`config.mk`:
```
export PLATFORM = sky130hd
export DESIGN_NAME = ex_stage
export DESIGN_NICKNAME = d
export VERILOG_FILES = /design/src/rtl/ex_stage.sv
export SDC_FILE = /design/constraint.sdc
export NUM_CORES = 1
export LEC_CHECK = 0
export ABC_AREA = 1
export CAP_MARGIN = 20
export CORE_MARGIN = 8
export CORE_UTILIZATION = 30
export CTS_BUF_LIST = sky130_fd_sc_hd__clkbuf_4 sky130_fd_sc_hd__clkbuf_8
export CTS_CLUSTER_DIAMETER = 40
export DETAILED_ROUTE_END_ITERATION = 10
export GPL_ROUTABILITY_DRIVEN = 1
export GPL_TIMING_DRIVEN = 0
export PLACE_DENSITY = 0.48
export SLEW_MARGIN = 30
export SYNTH_ARGS = -nofsm -noshare
export SYNTH_HDL_FRONTEND = slang
export SYNTH_SLANG_ARGS = --single-unit
```
`constraint.sdc`:
```
create_clock -name clk -period 2.4 [get_ports clk]
set_input_delay 0.72 -clock clk [delete_from_list [all_inputs] [get_ports clk]]
set_output_delay 0.72 -clock clk [all_outputs]
set_load 0.005 [all_outputs]
```
`src/rtl/ex_stage.sv`:
```
// ex_stage: execute stage fed by a show-ahead ID->EX FIFO.
// Runs single-cycle ALU, sensor and car-command ops, plus 16-cycle iterative MULT/DIV.
// Build option: define EX_DIV_UNIT_EN to build the divider; when it is undefined,
// opcode 10010 is reported as illegal and div_by_zero is tied low.
// Ports:
//   clk, reset            clock, synchronous active-high reset
//   fifo_rd_data          FIFO head packet {unused, B, A, opcode, rd}
//   fifo_empty            FIFO holds no packet
//   fifo_rd_en            pop request (combinational; head consumed on the same edge)
//   WB_data/WB_reg_addr   write-back value and destination register
//   WB_reg_write          1-cycle write-back strobe
//   car_cmd/car_cmd_valid car command and its 1-cycle strobe
//   flag_z/flag_n/flag_c  compare flags, held until the next CMP
//   busy                  MUL/DIV iteration in progress
//   illegal_op            1-cycle pulse for an undefined or disabled opcode
//   div_by_zero           1-cycle pulse alongside a DIV write-back with B==0
module ex_stage #(
  parameter int unsigned DATA_W = 16,
  parameter int unsigned REG_AW = 4,
  parameter int unsigned PKT_W  = 42
) (
  input  logic              clk,
  input  logic              reset,
  input  logic [PKT_W-1:0]  fifo_rd_data,
  input  logic              fifo_empty,
  output logic              fifo_rd_en,
  output logic [DATA_W-1:0] WB_data,
  output logic [REG_AW-1:0] WB_reg_addr,
  output logic              WB_reg_write,
  output logic [1:0]        car_cmd,
  output logic              car_cmd_valid,
  output logic              flag_z,
  output logic              flag_n,
  output logic              flag_c,
  output logic              busy,
  output logic              illegal_op,
  output logic              div_by_zero
);

  localparam int unsigned OP_W   = 5;
  localparam int unsigned CNT_W  = $clog2(DATA_W);
  localparam int unsigned OP_LSB = REG_AW;
  localparam int unsigned A_LSB  = OP_LSB + OP_W;
  localparam int unsigned B_LSB  = A_LSB + DATA_W;

  localparam logic [CNT_W-1:0] CNT_LAST = CNT_W'(DATA_W - 1);

  localparam logic [OP_W-1:0] OP_MOV   = 5'b00000;
  localparam logic [OP_W-1:0] OP_LD    = 5'b00001;
  localparam logic [OP_W-1:0] OP_ADD   = 5'b00011;
  localparam logic [OP_W-1:0] OP_SUB   = 5'b00100;
  localparam logic [OP_W-1:0] OP_AND   = 5'b00101;
  localparam logic [OP_W-1:0] OP_OR    = 5'b00110;
  localparam logic [OP_W-1:0] OP_NOT   = 5'b00111;
  localparam logic [OP_W-1:0] OP_JMP   = 5'b01000;
  localparam logic [OP_W-1:0] OP_NOP   = 5'b01001;
  localparam logic [OP_W-1:0] OP_OBCHK = 5'b01010;
  localparam logic [OP_W-1:0] OP_LEFT  = 5'b01011;
  localparam logic [OP_W-1:0] OP_RIGHT = 5'b01100;
  localparam logic [OP_W-1:0] OP_STOP  = 5'b01101;
  localparam logic [OP_W-1:0] OP_CONT  = 5'b01110;
  localparam logic [OP_W-1:0] OP_VGRD  = 5'b01111;
  localparam logic [OP_W-1:0] OP_CMP   = 5'b10000;
  localparam logic [OP_W-1:0] OP_MULT  = 5'b10001;
`ifdef EX_DIV_UNIT_EN
  localparam logic [OP_W-1:0] OP_DIV   = 5'b10010;
`endif

`ifdef EX_DIV_UNIT_EN
  typedef enum logic [1:0] {IDLE, MUL, DIV} state_t;
`else
  typedef enum logic [1:0] {IDLE, MUL} state_t;
`endif

  state_t             state;
  logic [CNT_W-1:0]   cnt;
  logic [DATA_W-1:0]  op_a;   // MUL: shifting multiplicand; DIV: dividend shifting out quotient
  logic [DATA_W-1:0]  op_b;   // MUL: shifting multiplier;   DIV: divisor
  logic [DATA_W-1:0]  acc;    // MUL: partial product;       DIV: partial remainder

  // Packet fields
  logic [REG_AW-1:0]  pkt_rd;
  logic [OP_W-1:0]    pkt_op;
  logic [DATA_W-1:0]  pkt_a;
  logic [DATA_W-1:0]  pkt_b;
  logic [DATA_W-1:0]  pkt_diff;
  logic [OP_W-1:0]    car_off;
  logic               pkt_unused;

  assign pkt_rd     = fifo_rd_data[OP_LSB-1:0];
  assign pkt_op     = fifo_rd_data[A_LSB-1:OP_LSB];
  assign pkt_a      = fifo_rd_data[B_LSB-1:A_LSB];
  assign pkt_b      = fifo_rd_data[B_LSB+DATA_W-1:B_LSB];
  assign pkt_unused = fifo_rd_data[PKT_W-1];
  assign pkt_diff   = pkt_a - pkt_b;
  assign car_off    = pkt_op - OP_LEFT;

  // Pop only when idle; the iterative units stall the FIFO
  assign fifo_rd_en = (state == IDLE) && !fifo_empty && !reset;

  // Shift-add step: accumulate the multiplicand when the current multiplier LSB is set
  logic [DATA_W-1:0] mul_sum;
  assign mul_sum = acc + (op_b[0] ? op_a : '0);

`ifdef EX_DIV_UNIT_EN
  // Restoring divide step: bring in the next dividend bit, subtract if it fits
  logic [DATA_W:0]   div_trial;
  logic              div_ge;
  logic [DATA_W:0]   div_rem;
  logic [DATA_W-1:0] div_quo;
  assign div_trial = {acc, op_a[DATA_W-1]};
  assign div_ge    = div_trial >= {1'b0, op_b};
  assign div_rem   = div_ge ? (div_trial - {1'b0, op_b}) : div_trial;
  assign div_quo   = {op_a[DATA_W-2:0], div_ge};
`endif

  // FSM, datapath and registered outputs
  always_ff @(posedge clk) begin
    if (reset) begin
      state         <= IDLE;
      cnt           <= '0;
      op_a          <= '0;
      op_b          <= '0;
      acc           <= '0;
      WB_data       <= '0;
      WB_reg_addr   <= '0;
      WB_reg_write  <= 1'b0;
      car_cmd       <= 2'b00;
      car_cmd_valid <= 1'b0;
      flag_z        <= 1'b0;
      flag_n        <= 1'b0;
      flag_c        <= 1'b0;
      busy          <= 1'b0;
      illegal_op    <= 1'b0;
`ifdef EX_DIV_UNIT_EN
      div_by_zero   <= 1'b0;
`endif
    end else begin
      WB_reg_write  <= 1'b0;
      car_cmd_valid <= 1'b0;
      illegal_op    <= 1'b0;
`ifdef EX_DIV_UNIT_EN
      div_by_zero   <= 1'b0;
`endif
      case (state)
        IDLE: begin
          if (fifo_rd_en) begin
            case (pkt_op)
              OP_MOV: begin
                WB_data <= pkt_a; WB_reg_addr <= pkt_rd; WB_reg_write <= 1'b1;
              end
              OP_ADD: begin
                WB_data <= pkt_a + pkt_b; WB_reg_addr <= pkt_rd; WB_reg_write <= 1'b1;
              end
              OP_SUB: begin
                WB_data <= pkt_diff; WB_reg_addr <= pkt_rd; WB_reg_write <= 1'b1;
              end
              OP_AND: begin
                WB_data <= pkt_a & pkt_b; WB_reg_addr <= pkt_rd; WB_reg_write <= 1'b1;
              end
              OP_OR: begin
                WB_data <= pkt_a | pkt_b; WB_reg_addr <= pkt_rd; WB_reg_write <= 1'b1;
              end
              OP_NOT: begin
                WB_data <= ~pkt_a; WB_reg_addr <= pkt_rd; WB_reg_write <= 1'b1;
              end
              OP_OBCHK: begin
                WB_data <= DATA_W'(pkt_a < pkt_b); WB_reg_addr <= pkt_rd; WB_reg_write <= 1'b1;
              end
              OP_VGRD: begin
                WB_data <= (pkt_a < pkt_b) ? pkt_a : pkt_b; WB_reg_addr <= pkt_rd;
                WB_reg_write <= 1'b1;
              end
              OP_LD, OP_JMP, OP_NOP: begin
              end
              OP_CMP: begin
                flag_z <= (pkt_a == pkt_b);
                flag_n <= pkt_diff[DATA_W-1];
                flag_c <= (pkt_a < pkt_b);
              end
              OP_LEFT, OP_RIGHT, OP_STOP, OP_CONT: begin
                car_cmd       <= car_off[1:0];
                car_cmd_valid <= 1'b1;
              end
              OP_MULT: begin
                state       <= MUL;
                busy        <= 1'b1;
                cnt         <= '0;
                acc         <= '0;
                op_a        <= pkt_a;
                op_b        <= pkt_b;
                WB_reg_addr <= pkt_rd;
              end
`ifdef EX_DIV_UNIT_EN
              OP_DIV: begin
                state       <= DIV;
                busy        <= 1'b1;
                cnt         <= '0;
                acc         <= '0;
                op_a        <= pkt_a;
                op_b        <= pkt_b;
                WB_reg_addr <= pkt_rd;
              end
`endif
              default: illegal_op <= 1'b1;
            endcase
          end
        end
        MUL: begin
          cnt  <= cnt + CNT_W'(1);
          acc  <= mul_sum;
          op_a <= {op_a[DATA_W-2:0], 1'b0};
          op_b <= {1'b0, op_b[DATA_W-1:1]};
          if (cnt == CNT_LAST) begin
            WB_data      <= mul_sum;
            WB_reg_write <= 1'b1;
            busy         <= 1'b0;
            state        <= IDLE;
          end
        end
`ifdef EX_DIV_UNIT_EN
        DIV: begin
          cnt  <= cnt + CNT_W'(1);
          acc  <= div_rem[DATA_W-1:0];
          op_a <= div_quo;
          if (cnt == CNT_LAST) begin
            WB_data      <= div_quo;
            WB_reg_write <= 1'b1;
            div_by_zero  <= (op_b == '0);
            busy         <= 1'b0;
            state        <= IDLE;
          end
        end
`endif
        default: state <= IDLE;
      endcase
    end
  end

`ifndef EX_DIV_UNIT_EN
  assign div_by_zero = 1'b0;
`endif

endmodule

```
==> results of run 1 <==
-- path summary, 6_finish.rpt --
kind | slack (ns) | cells after the start | to | from
worst max register to register | 0.09 | 13 | WB_data[11] | op_b[0]
worst min-delay path | 0.48 | 2 | acc[3] | acc[3]
worst max-delay path | -0.05 | 18 | WB_data[11] | fifo_rd_data[9]
worst min register to register | 0.48 | 2 | acc[3] | acc[3]
-- registers in the layout (all words and copies together), names as in the netlist --
signal and cells:
WB_data 16, acc 16, op_a 16, op_b 16
WB_reg_addr 4, cnt 4, car_cmd 2, WB_reg_write 1
busy 1, car_cmd_valid 1, flag_c 1, flag_n 1
flag_z 1, illegal_op 1
-- layout make-up --
type	instances	area, µm²
inverter	159	623
fill	2645	14100
clock buffer	10	138
clock inverter	6	51.3
timing repair buffer	152	1430
buffer	43	279
tap	324	405
multi-input combinational	907	5590
sequential	81	1630
-- cell usage after synthesis (2+ instances only) --
| master | number | area share [%] |
|---|---|---|
| sky130_fd_sc_hd__nand2_1 | 314 | 16 |
| sky130_fd_sc_hd__inv_1 | 151 | 7.7 |
| sky130_fd_sc_hd__a21oi_1 | 111 | 7.5 |
| sky130_fd_sc_hd__nor2_1 | 98 | 5.0 |
| sky130_fd_sc_hd__nand3_1 | 83 | 5.6 |
| sky130_fd_sc_hd__o21ai_0 | 83 | 5.6 |
| sky130_fd_sc_hd__dfxtp_1 | 81 | 22 |
| sky130_fd_sc_hd__ha_1 | 77 | 13 |
| sky130_fd_sc_hd__a31oi_1 | 29 | 2.5 |
| sky130_fd_sc_hd__clkbuf_1 | 21 | 1.1 |
| sky130_fd_sc_hd__buf_2 | 18 | 1.2 |
| sky130_fd_sc_hd__o21ai_1 | 15 | 1.0 |
| sky130_fd_sc_hd__nand4_1 | 13 | 1.1 |
| sky130_fd_sc_hd__nor3_1 | 13 | 0.88 |
| sky130_fd_sc_hd__o221ai_1 | 9 | 1.1 |
| sky130_fd_sc_hd__o21bai_1 | 8 | 0.81 |
| sky130_fd_sc_hd__inv_2 | 6 | 0.30 |
| sky130_fd_sc_hd__nand2_2 | 6 | 0.51 |
| sky130_fd_sc_hd__nand2_4 | 5 | 0.76 |
| sky130_fd_sc_hd__o211ai_1 | 5 | 0.51 |
| sky130_fd_sc_hd__o22ai_1 | 4 | 0.34 |
| sky130_fd_sc_hd__or2_2 | 4 | 0.34 |
| sky130_fd_sc_hd__xor2_1 | 4 | 0.47 |
| sky130_fd_sc_hd__buf_1 | 3 | 0.15 |
| sky130_fd_sc_hd__buf_6 | 3 | 0.46 |
| sky130_fd_sc_hd__fa_1 | 3 | 0.81 |
| sky130_fd_sc_hd__nor2_2 | 3 | 0.25 |
| sky130_fd_sc_hd__o31ai_1 | 3 | 0.30 |
| sky130_fd_sc_hd__a221oi_1 | 2 | 0.24 |
| sky130_fd_sc_hd__buf_4 | 2 | 0.20 |
| sky130_fd_sc_hd__clkinv_1 | 2 | 0.10 |
| sky130_fd_sc_hd__nand3b_1 | 2 | 0.20 |
| sky130_fd_sc_hd__nor2_4 | 2 | 0.30 |
| sky130_fd_sc_hd__nor3_4 | 2 | 0.44 |
-- critical path: stages --
cell	delay [ns]
sky130_fd_sc_hd__buf_12	0.09
sky130_fd_sc_hd__inv_6	0.03
sky130_fd_sc_hd__ha_4	0.15
sky130_fd_sc_hd__fa_2	0.34
sky130_fd_sc_hd__inv_2	0.07
sky130_fd_sc_hd__nand2_2	0.06
sky130_fd_sc_hd__nand2_2	0.07
sky130_fd_sc_hd__nand3_2	0.10
sky130_fd_sc_hd__nand2_4	0.10
sky130_fd_sc_hd__nand2_4	0.07
sky130_fd_sc_hd__nand2_8	0.09
sky130_fd_sc_hd__clkinvlp_4	0.21
sky130_fd_sc_hd__buf_12	0.21
sky130_fd_sc_hd__nand2_4	0.05
sky130_fd_sc_hd__nand3_2	0.06
sky130_fd_sc_hd__nand4_1	0.10
sky130_fd_sc_hd__nand2_1	0.09
sky130_fd_sc_hd__a21oi_2	0.12
-- cells by family (layout without fill, tap and decap cells) --
kind of cell | Yosys count | after routing
AO/OA/AOI/OAI | 273 | 273
adder cells (fa/ha/maj) | 80 | 80
buffers and inverters | 207 | 370
XOR/XNOR | 4 | 4
flip-flops | 81 | 81
AND/OR/NAND/NOR | 548 | 549
other | 1 | 1
-- power groups by stage --
stage	logic [mW]	registers [mW]	clock network, mW
6_report	1.35	1.38	1.02
3_5_place_dp	1.01	1.41	0
2_1_floorplan	0.585	1.41	0
4_1_cts	1.27	1.38	1.04
5_1_grt	1.46	1.39	1.09
3_3_place_gp	1.01	1.41	0
-- per-stage QoR --
step	total power, mW	utilization [%]	instance area (µm²)	hold slack, ns	worst slack [ns]
2_1_floorplan	2.00	-	7420	0.441	0.00267
3_3_place_gp	2.42	35.2	8540	0.453	-1.91
3_5_place_dp	2.42	35.3	8550	0.462	-1.81
4_1_cts	3.70	40.1	9730	0.476	-0.0783
5_1_grt	3.94	41.8	10100	0.497	-0.110
6_report	3.75	41.8	10100	0.477	-0.0497
-- layer usage --
metal  part of all wire [%]  GRT usage (%)
met4                    3.2           6.68
met1                     46           27.7
met5                      0              0
met3                    5.3           2.79
met2                     45           33.4
-- repair_timing --
action / in CTS / in global routing
gates cloned: 1 / 3
resized for setup: 357 / 99
setup buffers: 61 / 16
pin swaps: 38 / 39
endpoints found under the setup margin: 78 / 68
==> results.txt, run 1 <==
The count of unique library cells instantiated by Yosys came out at 43. The run finished, with violations left. The prevailing post-synth register cell is sky130_fd_sc_hd__dfxtp_1. Setup repair after global routing could not meet its margin everywhere. The total routing resource utilization after global routing is 20.6%. Setup violations remaining at the end of the flow were counted as 5. The cell area that synthesis handed to floorplanning was ~7400 µm². STA puts the critical path data arrival time at 2.76 ns. The H-tree level count came out at 3. The share of total power in combinational logic is 36.1%. The actual slew at the worst max-slew pin came out at between 0.7 and 0.8 ns. The initial core utilization is 30.5%. Counting flops with a built-in enable in the synthesized netlist gives 0.

Internal power comes to 2.33 mW. The synthesized area divided by synthesized cell count came out at about 6.2 µm². The global-route wire length before repair is slightly below 50000 µm. The adder and majority cell fraction of the synthesized area came out at 13.9%. The ratio of routed vias to standard cells is about 5.2. The xor/xnor cell area share of the yosys netlist is less than 1%.

The die boundary width is 173 µm. The area enclosed by the die boundary came out at 29900 µm². Max-cap violations in this run came to 0.

The checks that failed: negative setup slack. Leaving out fill and tap cells, the most frequent cell in the layout is sky130_fd_sc_hd__nand2_1. The maximum VDD drop is 0.000219 V. In this run the static leakage power is 4.75 nW. The hold-fix buffer count after cts is 0. The synthesized instance count is 1194.

The worst path setup slack after routing came out at -0.0497 ns. The synthesis-stage register bit count is a little over 80. The part of the Yosys area used for sequential elements is 21.9%.

The kind of launch point of the worst setup path is a primary input. For this run, the detailed router's first-pass iteration total came to 6. The switching fraction of total power came out at a little under two fifths. The DRC violation total after the first TritonRoute iteration is 841. The number of global-route vias before repair is 8334. The post-synthesis share of cell area spent on and, or, nand and nor gates is approximately a third. TritonCTS built the clock tree. The shortest clock period the worst path allows after layout is approximately 2.4 ns. In this run the worst path has a maximum fanout of 5. The number of standard-cell rows in the floorplan came out at between 50 and 60. The total wirelength of the detailed-routed design is between 30000 and 40000 µm. The top cell types in the final layout, fill and taps aside, are sky130_fd_sc_hd__nand2_1 (284), sky130_fd_sc_hd__inv_1 (105), sky130_fd_sc_hd__a21oi_1 (95). Compared with the post-synthesis result, the final layout area differs by 37.3%. The count of boundary I/O pins came out at 76. The final number of max-transition violations came to 0. The critical path capture point type is a flop. The final total negative setup slack came out at -0.0981 ns. The category of the most critical setup path is in2reg. The clock passes through at most 2 buffers.

The number of routed nets with antenna violations came out at 0. The share of final-layout standard cells stronger than drive strength 1 is between 20% and 30%. Measured against its own limit, the worst slew margin works out to 48.8%. The sequential fraction of design power is 36.8%. The placed wire-length estimate after detailed placement came out at approximately 24000 µm. The maximum number of pins on one net before global-route repair is 16. The power density relative to cell area came out at 370 nW/µm². The share of total power in the clock network came out at between 20% and 30%. Summing the areas of all compound-gate instances in the mapped netlist gives 20.4% of the synthesized area. By area, the combinational part of the netlist is dominated by simple AND/OR/NAND/NOR gates. Of the post-synthesis cell area, the part taken by muxes is 0%. Counting flops with an async set or reset pin after synthesis yields a share of 0%. Across the routed clock network, the largest skew measured is 0.0150 ns. The later pin in the worst-skew pair is clocked with a latency of ~0.38 ns. The number of buffers added on ports is 72. The clock sink total came out at 81. The clock tree root buffer cell is sky130_fd_sc_hd__clkbuf_8.

The routed via count is between 8000 and 9000. The post-placement cell count came out at 1590. The achievable frequency came out at 408 MHz. The initial antenna violation count is 0. For this run, design rule violations remaining after detail routing come to 0.

The switching power came out at 1.42 mW. After clock tree synthesis, the clock-pin slew on the worst setup and hold paths is approximately 0.09 ns. The number of synthesis warnings came out at 0. The number of hold-slack violations in the final timing report came out at 0. The critical path required time came out at 2.71 ns. The die height is 173 µm. The path class of the tightest hold or removal check is reg2reg.

The final net count is 1478. The finished layout holds between 1500 and 2000 standard cells, fillers aside. The final clock period utilization by the worst path came out at 102%. The residual overflow from global routing is 0. The final weighted congestion in routability-driven placement came out at slightly above 0.9.

The antenna diode count is 0. The routed length per placed instance is 19.1 µm. The total CTS buffers came out at 9. The core region area is 24200 µm². The post-synth net total came out at 1319.
Power figures use the tool's default switching activity.
==> run 2, diff against run 1 <==
Settings changed: CORE_UTILIZATION 30 to 49, PLACE_DENSITY 0.48 to 0.72.
==> run 2 against run 1 <==
The run still ends with negative setup slack left. Die area decreased by 36%. Global-route usage increased by 8.7 points. Via count increased by 2.1%. Largest power group unchanged. Worst hold slack got worse by 0.021 ns. Clock power about the same. Highest routed layer unchanged. Sequential power about the same. Core utilization increased by 24 points.
==> results.txt, run 2 (synthesized netlist as in run 1, its figures left out) <==
The run finished, with violations left. The final reports fail on negative setup slack. The leakage power of the design came out at 4.65 nW (-2.0%). The core region area is 15000 µm² (-38%).

The number of iterations in the first detailed-routing pass is 5 (-1). The switching fraction of total power came out at 35.7% (-2.2 points). The number of standard-cell rows in the floorplan is 45 (-21%). The CTS tree is yes. The actual slew at the worst max-slew pin is 0.878 ns (+0.110 ns).

The share of total power in combinational logic is 35.3% (-0.8 points). The switching power was 1.34 mW (-5.7%). The combined area of the multi-input logic cells came to 5570 µm² (-0.38%).

The maximum VDD drop is 0.000248 V (+13%). The post-placement cell count came to 1454 (-8.6%). The clock transition at the registers of the reported paths is 0.10 ns (about the same). The path depth of the worst reg2reg path is 13 (unchanged). The number of routed nets with antenna violations is 0 (unchanged). The final weighted congestion in routability-driven placement was 0.973 (+4.2%). The ratio of routed vias to standard cells came out at 5.82 (+13%). The achievable frequency was 403 MHz (-1.3%). Setup repair after global routing could not meet its margin everywhere. The total CTS buffers is 9 (unchanged). The final clock period utilization by the worst path is 103% (+1.4 points). The final routed DRC violation total is 0 (unchanged). Walking the worst path, the cells encountered are clkbuf_4 > inv_2 > ha_4 > inv_1 > a21oi_2 > nand2_2 > a21oi_4 > nand2_8 > buf_6 > clkbuf_16 > o211ai_1 > nand3b_1 > a21oi_2 > nor2_1. The sequential fraction of design power is 36.9% (about the same). The core utilization of the finished layout is 65.5% (+24 points). The maximum clock insertion buffer count is 2 (unchanged).

The H-tree level count came to 3 (unchanged). The maximum number of pins on one net before global-route repair is 13 (-3). The final number of max-transition violations is 0 (unchanged). The worst path setup slack after routing is -0.0829 ns (-0.0332 ns). The critical path capture point type is a flop. The total of max-cap violations came out at 0 (unchanged). The worst hold slack across all endpoints came out at 0.456 ns (-0.0207 ns).

The residual overflow from global routing is 0 (unchanged). The stage delay of the slowest cell on the critical path is 0.29 ns (-0.05 ns). The routed length per placed instance was 19.4 µm (+1.4%). The number of hold-slack violations in the final timing report was 0 (unchanged). The shortest clock period the worst path allows after layout was 2.48 ns (+0.0332 ns).

The internal cell power came out at 2.41 mW (+3.4%). The critical path required time came out at 2.68 ns (-0.03 ns). The antenna diode count is 0 (unchanged). The number of global-route vias before repair was 8293 (-0.49%). The share of final-layout standard cells stronger than drive strength 1 is 24.3% (-1.7 points). The share of total power in the clock network came out at 27.8% (+0.7 points). The clock latency on the worst-skew pair is 0.39 ns (about the same). Leaving out fill and tap cells, the most frequent cell in the layout is sky130_fd_sc_hd__nand2_1.

The number of buffers added on ports came out at 72 (unchanged). The slowest stage of the critical path is the sky130_fd_sc_hd__ha_4 cell. The count of boundary I/O pins came out at 76 (unchanged). The library cells used most frequently in the layout, excluding fill and tap cells, are sky130_fd_sc_hd__nand2_1 (282), sky130_fd_sc_hd__inv_1 (108), sky130_fd_sc_hd__a21oi_1 (91). The DRC violation total after the first TritonRoute iteration is 889 (+5.7%).

The clock sink total is 81 (unchanged). The total wirelength of the detailed-routed design is 29500 µm (-8.1%). The final standard cell count with taps included and fillers excluded is 1524 (-9.4%). The filler cell count in the final layout came out at 1434 (-46%). The hold-fix buffer count after cts came out at 0 (unchanged). The synthesis-to-layout area growth came out at 32.7%. The initial core utilization came out at 49.3% (+19 points). The global-route wire length before repair came to 44700 µm (-7.4%). The number of cells on the worst hold path is 2 (unchanged). The number of endpoints failing setup at the final stage is 6 (+1).

In this run the critical register-to-register path is launched from op_b[0]. The final net count is 1458 (-1.4%). The overall power of the completed layout is 3.75 mW (about the same).

The worst-case clock skew is 0.0169 ns (+0.00187 ns). The placement-stage worst setup slack came out at -1.53 ns (+0.280 ns). The kind of launch point of the worst setup path is a primary input. The die boundary width came out at 139 µm (-20%). The critical-path maximum fanout came to 5 (unchanged).

The flip-flop and latch area is 1630 µm² (unchanged). The initial antenna violation count came out at 0 (unchanged). The worst-case headroom to the max-slew limit is 41.5% (-7.3 points). The clock tree root buffer cell is sky130_fd_sc_hd__clkbuf_8.

The die height was 139 µm (-20%). The area enclosed by the die boundary is 19300 µm² (-36%). The worst path arrival time is 2.76 ns (about the same). The worst hold path terminates at op_b[13].

The setup slack of the worst register-to-register path was 0.09 ns (about the same). The endpoint identified for the worst register-to-register timing path is WB_data[6]. The placed wire-length estimate after detailed placement is 21600 µm (-12%). The most numerous cell type found on the critical path is sky130_fd_sc_hd__a21oi_2. The routed via count came out at 8869 (+2.1%). The tightest min-delay check is of the reg2reg type.

The category of the most critical setup path is in2reg. In this run the most critical hold path is launched from op_b[14]. The total routing resource utilization after global routing is 29.3% (+8.7 points).

The power density relative to cell area is 383 nW/µm² (+3.4%).
[run 2: changes by cell type in the layout (fill, tap and decap cells not counted), moves of 3 or more]
cell,delta
sky130_fd_sc_hd__ha_1,+3
sky130_fd_sc_hd__buf_4,-23
sky130_fd_sc_hd__clkbuf_4,+3
sky130_fd_sc_hd__o21ai_2,+4
sky130_fd_sc_hd__inv_1,+3
sky130_fd_sc_hd__a21oi_1,-4
sky130_fd_sc_hd__buf_8,+4
sky130_fd_sc_hd__a21oi_2,+5
sky130_fd_sc_hd__buf_12,-5
sky130_fd_sc_hd__inv_2,-5
sky130_fd_sc_hd__nand2_2,+3
sky130_fd_sc_hd__o21ai_0,-4
sky130_fd_sc_hd__inv_4,+4
[run 2: metal layers]
metal | GRT usage (%) | part of all wire (%)
met1 | 36.1 | 41
met2 | 48.3 | 46
met3 | 4.65 | 7.8
met4 | 15.3 | 5.6
met5 | 0 | 0
[run 2: per-stage QoR]
step	TNS (ns)	instance area, µm²
global placement	-53.55	8370
CTS	-0.0252	9280
detailed placement	-54.62	8380
finish	-0.180	9800
floorplan	0	7420
global route	-0.751	9800
[run 2: area by class of cell]
class	instances	share of cell area [%]
buffer	43	2.80
clock inverter	3	0.434
multi-input combinational	907	56.8
timing repair buffer	132	13.1
inverter	159	6.39
tap	188	2.40
clock buffer	11	1.48
sequential	81	16.6
[run 2: critical path: cells and delay by family]
| family | cells | cell delay, ns |
|---|---|---|
| adder cells (fa/ha/maj) | 1 | 0.29 |
| AO/OA/AOI/OAI | 4 | 0.73 |
| AND/OR/NAND/NOR | 4 | 0.42 |
| buffers and inverters | 5 | 0.59 |
[run 2: worst max path at each step]
stage | start | to | cells after the start | slack (ns)
final | fifo_rd_data[40] | WB_data[8] | 14 | -0.08
after global routing | fifo_rd_data[38] | WB_data[8] | 15 | -0.1
after CTS | fifo_rd_data[18] | WB_data[8] | 17 | -0.02
after detailed placement | fifo_rd_data[16] | WB_data[6] | 16 | -1.53
after global placement | fifo_rd_data[14] | WB_data[6] | 16 | -1.55
after floorplan | fifo_rd_data[37] | WB_data[8] | 15 | 0.003
[run 2: repair_timing]
action | in CTS | in global routing
pin swaps | 36 | 42
endpoints found under the setup margin | 76 | 51
gates resized for setup | 314 | 137
cloned | 2 | 2
setup buffers | 41 | 17
[run 2: power groups by stage]
stage / clock, mW / sequential, mW / combinational, mW
finish: 1.04 / 1.38 / 1.32
global placement: 0 / 1.41 / 0.953
detailed placement: 0 / 1.41 / 0.959
floorplan: 0 / 1.41 / 0.585
global route: 1.10 / 1.39 / 1.41
CTS: 1.04 / 1.38 / 1.16
